## src/rtl/iter_counter_pkg.sv

```systemverilog
// ============================================================================
// Module  : iter_counter_pkg
// Brief   : Shared FSM encoding and default width for the iteration counter.
// Revision: 1.0
// ============================================================================
`default_nettype none

package iter_counter_pkg;

   localparam int DEFAULT_N = 4;

   // 2'b11 is unused; the FSM decodes it as IDLE-safe and returns to IDLE.
   typedef enum logic [1:0] {
      ST_IDLE  = 2'b00,
      ST_COUNT = 2'b01,
      ST_DONE  = 2'b10
   } state_t;

endpackage

`default_nettype wire

```

## src/rtl/iter_counter_if.sv

```systemverilog
// ============================================================================
// Module  : iter_counter_if
// Brief   : Start/enable/load handshake and count status of the iteration counter.
// Revision: 1.0
// ============================================================================
`default_nettype none

interface iter_counter_if
   import iter_counter_pkg::*;
#(
   parameter int N = DEFAULT_N
) ();

   logic         start;
   logic         en;
   logic [N-1:0] init;
   logic [N-1:0] cnt;
   logic         co;
   logic         busy;
   logic         done;

   modport master (
      output start, en, init,
      input  cnt, co, busy, done
   );

   modport slave (
      input  start, en, init,
      output cnt, co, busy, done
   );

endinterface

`default_nettype wire

```

## src/rtl/And.sv

```systemverilog
// ============================================================================
// Module  : And
// Brief   : N-input AND reduction, used as the all-ones terminal-count detector.
// Revision: 1.0
// ============================================================================
`default_nettype none

module And #(
   parameter int N = 2
) (
   input  logic [N-1:0] a,
   output logic         y
);

   assign y = &a;

endmodule

`default_nettype wire

```

## src/rtl/inc_n.sv

```systemverilog
// ============================================================================
// Module  : inc_n
// Brief   : N-bit +1 incrementer, ripple chain of half-adder cells, modulo 2^N.
// Revision: 1.0
// ============================================================================
`default_nettype none

module inc_n #(
   parameter int N = 4
) (
   input  logic [N-1:0] a,
   output logic [N-1:0] s
);

   // Carry out of the top bit is deliberately not formed: wrap is modulo 2^N.
   logic [N-1:0] c;

   assign c[0] = 1'b1;

   generate
      for (genvar i = 0; i < N; i++) begin : g_bit
         assign s[i] = a[i] ^ c[i];
         if (i < N - 1) begin : g_carry
            assign c[i+1] = a[i] & c[i];
         end
      end
   endgenerate

endmodule

`default_nettype wire

```

## src/rtl/iter_counter.sv

```systemverilog
// ============================================================================
// Module  : iter_counter
// Brief   : Loadable N-bit iteration counter with start/done handshake.
// Revision: 1.0
// ============================================================================
`default_nettype none

module iter_counter
   import iter_counter_pkg::*;
#(
   parameter int N = DEFAULT_N
) (
   input  logic         clk,
   input  logic         rst,
   iter_counter_if.slave bus
);

   state_t       state_q, state_d;
   logic [N-1:0] cnt_q, cnt_d;
   logic [N-1:0] cnt_inc;
   logic         co;

   inc_n #(.N(N)) u_inc (
      .a (cnt_q),
      .s (cnt_inc)
   );

   And #(.N(N)) u_and (
      .a (cnt_q),
      .y (co)
   );

   always_ff @(posedge clk or negedge rst) begin
      if (!rst) begin
         state_q <= ST_IDLE;
         cnt_q   <= '0;
      end else begin
         state_q <= state_d;
         cnt_q   <= cnt_d;
      end
   end

   always_comb begin
      state_d = state_q;
      cnt_d   = cnt_q;
      case (state_q)
         ST_IDLE: begin
            if (bus.start) begin
               cnt_d   = bus.init;
               state_d = ST_COUNT;
            end
         end
         ST_COUNT: begin
            if (bus.en) begin
               if (co) begin
                  cnt_d   = '0;
                  state_d = ST_DONE;
               end else begin
                  cnt_d = cnt_inc;
               end
            end
         end
         ST_DONE: begin
            state_d = ST_IDLE;
         end
         default: begin
            state_d = ST_IDLE;
         end
      endcase
   end

   assign bus.cnt  = cnt_q;
   assign bus.co   = co;
   assign bus.busy = (state_q == ST_COUNT);
   assign bus.done = (state_q == ST_DONE);

endmodule

`default_nettype wire

```

## src/flat_wrapper.sv

```systemverilog
// flat-port wrapper written by rule: the top's interface ports become plain ports
module iter_counter_flat import iter_counter_pkg::*;
#(
   parameter int N = DEFAULT_N
)
  (clk, rst, bus_start, bus_en, bus_init, bus_cnt, bus_co, bus_busy, bus_done);
  iter_counter_if #(.N(N)) bus_i ();
  input  logic clk;
  input  logic rst;
  input wire logic [$bits(bus_i.start)-1:0] bus_start;
  input wire logic [$bits(bus_i.en)-1:0] bus_en;
  input wire logic [$bits(bus_i.init)-1:0] bus_init;
  output wire logic [$bits(bus_i.cnt)-1:0] bus_cnt;
  output wire logic [$bits(bus_i.co)-1:0] bus_co;
  output wire logic [$bits(bus_i.busy)-1:0] bus_busy;
  output wire logic [$bits(bus_i.done)-1:0] bus_done;
  assign bus_i.start = bus_start;
  assign bus_i.en = bus_en;
  assign bus_i.init = bus_init;
  assign bus_cnt = bus_i.cnt;
  assign bus_co = bus_i.co;
  assign bus_busy = bus_i.busy;
  assign bus_done = bus_i.done;
  iter_counter #(.N(N)) u_core (.clk(clk), .rst(rst), .bus(bus_i));
endmodule
```

## config.mk

```make
export PLATFORM = sky130hd
export DESIGN_NAME = iter_counter_flat
export DESIGN_NICKNAME = d
export VERILOG_FILES = /design/src/rtl/iter_counter_pkg.sv /design/src/rtl/iter_counter_if.sv /design/src/rtl/And.sv /design/src/rtl/inc_n.sv /design/src/rtl/iter_counter.sv /design/src/flat_wrapper.sv
export SDC_FILE = /design/constraint.sdc
export NUM_CORES = 1
export LEC_CHECK = 0
export CAP_MARGIN = 40
export CORE_AREA = 5 5 42 44
export CTS_CLUSTER_SIZE = 10
export DETAILED_ROUTE_END_ITERATION = 6
export DIE_AREA = 0 0 47 49
export MAX_ROUTING_LAYER = met4
export PLACE_DENSITY = 0.59
export SYNTH_ARGS = -nofsm -noshare
export SYNTH_HDL_FRONTEND = slang
export SYNTH_SLANG_ARGS = --single-unit
```

## constraint.sdc

```tcl
create_clock -name clk -period 1.9 [get_ports clk]
set_clock_uncertainty 0.2 [all_clocks]
set_input_delay 0.19 -clock clk [delete_from_list [all_inputs] [get_ports clk]]
set_output_delay 0.19 -clock clk [all_outputs]
set_load 0.02 [all_outputs]
```

==> impl_metrics.py <==
metrics = {
    "outcome": {
        "status": "finished clean",
    },
    "floorplan": {
        "rows": 14,
        "fp.dieW_um": 47,
        "start_util_pct": 24.3,
        "core-area_um2": 1400,
        "die_y_um": 49,
        "die_area_um2": 2300,
        "ios": 15,
    },
    "critical_path": {
        "worst-path-max-fanout": 4,
        "crit_chain": "ha_1 > and3_1 > dlygate4sd2_1",
        "max_stage_delay_ps": 400,
        "timing.setup.critical_path_class": "flip-flop to output pin",
        "crit_path_start_kind": "flip-flop",
        "arrival_ps": 1330,
        "end_kind": "output pin",
        "required_ps": 1510,
        "slowest_stage": "dfrtp_1",
    },
    "yosys": {
        "avgSynthCellArea_um2": 9.45,
        "synthAdderAreaFrac_pct": 7.35,
        "yosys.area_share.simple_pct": 21.7,
        "synth.most_common_cell": "dfrtp_1",
        "synth-main-ff-cell": "dfrtp_1",
        "ys_ff_latch": 6,
        "synth_top_area_share_pct": 44.1,
        "ys_seq_area_share_pct": 44.1,
        "synth_common_cells": "dfrtp_1, a21oi_1, nor2_1",
        "async_reset_ff_share_pct": 100,
        "syn_inst": 36,
        "synth_compound_area_share_pct": 16.2,
        "synth.area.mux_share_pct": 5.88,
        "synth-edff-count": 0,
        "synth_warnings": 0,
        "yosysTopAreaCell": "dfrtp_1",
        "ys_top_cells_by_area": "dfrtp_1, a21oi_1, ha_1, mux2i_1, nor2_1",
        "synth-xor-area-share_pct": 0,
        "synth_top_family_by_area": "simple AND/OR/NAND/NOR gates",
        "syn_area_um2": 340,
        "syn-num-nets": 46,
        "yosysUniqueCellTypes": 18,
    },
    "route": {
        "dr.pass1.iters": 1,
        "finalWirelength_um": 801,
        "vias": 320,
        "wl_per_cell_um": 11.3,
        "drtIter0Drc": 0,
        "vias_per_cell": 4.51,
        "post-route-drc-count": 0,
        "drtAntennaViolNets": 0,
    },
    "global_route": {
        "grt_start_max_net_pins": 9,
        "grt_pass1_vias": 301,
        "grt_use_total_pct": 7.91,
        "overflow": 0,
        "antenna_found_initial": 0,
        "grt_pass1_wl_um": 1300,
    },
    "power_and_ir_drop": {
        "power_density_nw_per_um2": 1660,
        "leakage_nw": 0.272,
        "peakVddDrop_mv": 0.665,
    },
    "layout": {
        "design_area_um2": 547,
        "diodes": 0,
        "post_route_cells_drive_above_1_share_pct": 12.7,
        "n_fill_cell": 164,
        "nNetsFinal": 67,
        "syn2layout_area_growth_pct": 60.7,
        "multiInputGateArea_um2": 174,
        "register_area_um2": 150,
    },
    "clock_tree": {
        "cts-root-buf": "clkbuf_4",
        "htree_levels": 1,
        "clock_latency_ps": 240,
        "cts_tree": "yes",
        "cts.sinks": 6,
        "numCtsBuffers": 3,
        "clk_pin_slew_ps": 50,
        "max-clock-path-buffers": 2,
        "post-cts-setup-buffer-count": 0,
    },
    "sta": {
        "finalCritPeriodShare_pct": 90.7,
        "drv_slew": 0,
        "worst_slack_ps": 176,
        "final_hold_viol_count": 0,
        "setup_tns_ps": 0,
        "holdWs_ps": 300,
        "slew_headroom_pct": 81.7,
        "fmax_mhz": 580,
        "fin_crit_ps": 1720,
        "finalSetupViolCount": 0,
        "grt_setup_unrepaired": "no",
        "max_slew.worst_pin.slew_ps": 274,
    },
    "flow_run": {
        "maxCapViolCount": 0,
    },
    "place": {
        "placed_cell_area_um2": 510,
        "io_buffer_count": 14,
        "place_hpwl_um": 631,
        "routabilityCongestion": 0.641,
        "preCtsSetupSlack_ps": 184,
    },
    "worst_hold_path": {
        "min_path_type": "flip-flop to flip-flop",
    },
}
[power by group]
part | switching [W] | leakage (nW) | internal, W
combinational | 0.000264 | 0.188 | 0.000280
clock | 0.0000456 | 0.0138 | 0.0000714
sequential | 0.0000565 | 0.0695 | 0.000187
[timing repair]
action                     in CTS  in global routing
resized for setup               1                  2
setup endpoints to repair       1                  2
hold buffers                    0                  1
pin swaps                       0                  0
hold endpoints to repair        0                  3
cloned                          0                  0
[per-layer routing]
metal	part of all wire (%)	routed length (um)	global-route usage, %	vias up
met3	9.6	77	2.95	2
met2	43	348	10.9	13
met5	0	0	-	-
met1	45	362	10.5	139
met4	1.5	12	2.76	0
li1	-	-	-	166
[sequential cells by signal (all words and copies together) (netlist names)]
signal	flops
u_core.state_q	2
u_core.bus.cnt	4
[worst max-delay path, delay by kind of cell, from the launching register on]
kind / cells / cell delay [ps]
flops: 1 / 400
buf+inv: 1 / 320
simple gates: 1 / 160
fa+ha+maj: 1 / 210
[path summary, 6_finish.rpt]
path / start / endpoint / slack (ps) / depth (start not counted)
max: u_core.bus.cnt[0] / bus_co / 180 / 3
min: u_core.state_q[1] / u_core.state_q[0] / 300 / 1
max reg2reg: u_core.bus.cnt[0] / u_core.bus.cnt[3] / 310 / 6
min reg2reg: u_core.state_q[1] / u_core.state_q[0] / 300 / 1
max in group asynchronous: rst / u_core.bus.cnt[3] / 750 / 2
min in group asynchronous: rst / u_core.bus.cnt[0] / 540 / 2
[logic make-up after synthesis]
group,count (synthesis)
AOI/OAI and AO/OA,9
DFF,6
and+or+nand+nor,14
adders and majority gates,2
buffers and inverters,3
muxes,2
[final cells by class]
type	instances	area share, %
Timing Repair Buffer	18	32.3
Multi-Input combinational cell	27	31.8
Sequential cell	6	27.5
Clock buffer	3	4.12
Tap cell	16	3.66
Inverter	1	0.686
[per-stage QoR]
step                      std cells  power [W]  util (%)
after floorplan                  36   0.000588         -
after global placement           67   0.000802      36.4
after detailed placement         67   0.000802      36.4
after CTS                        70   0.000922      37.9
after global routing             71   0.000997      39.0
final                            71   0.000905      39.0
[placed cells by master (no fill, tap or decap), drive strengths merged, types with 3 or more instances in the layout]
cell type,instances
a21oi,5
buf,3
clkbuf,3
clkdlybuf4s50,11
dfrtp,6
nor2,5
(Power assumes the default switching activity.)
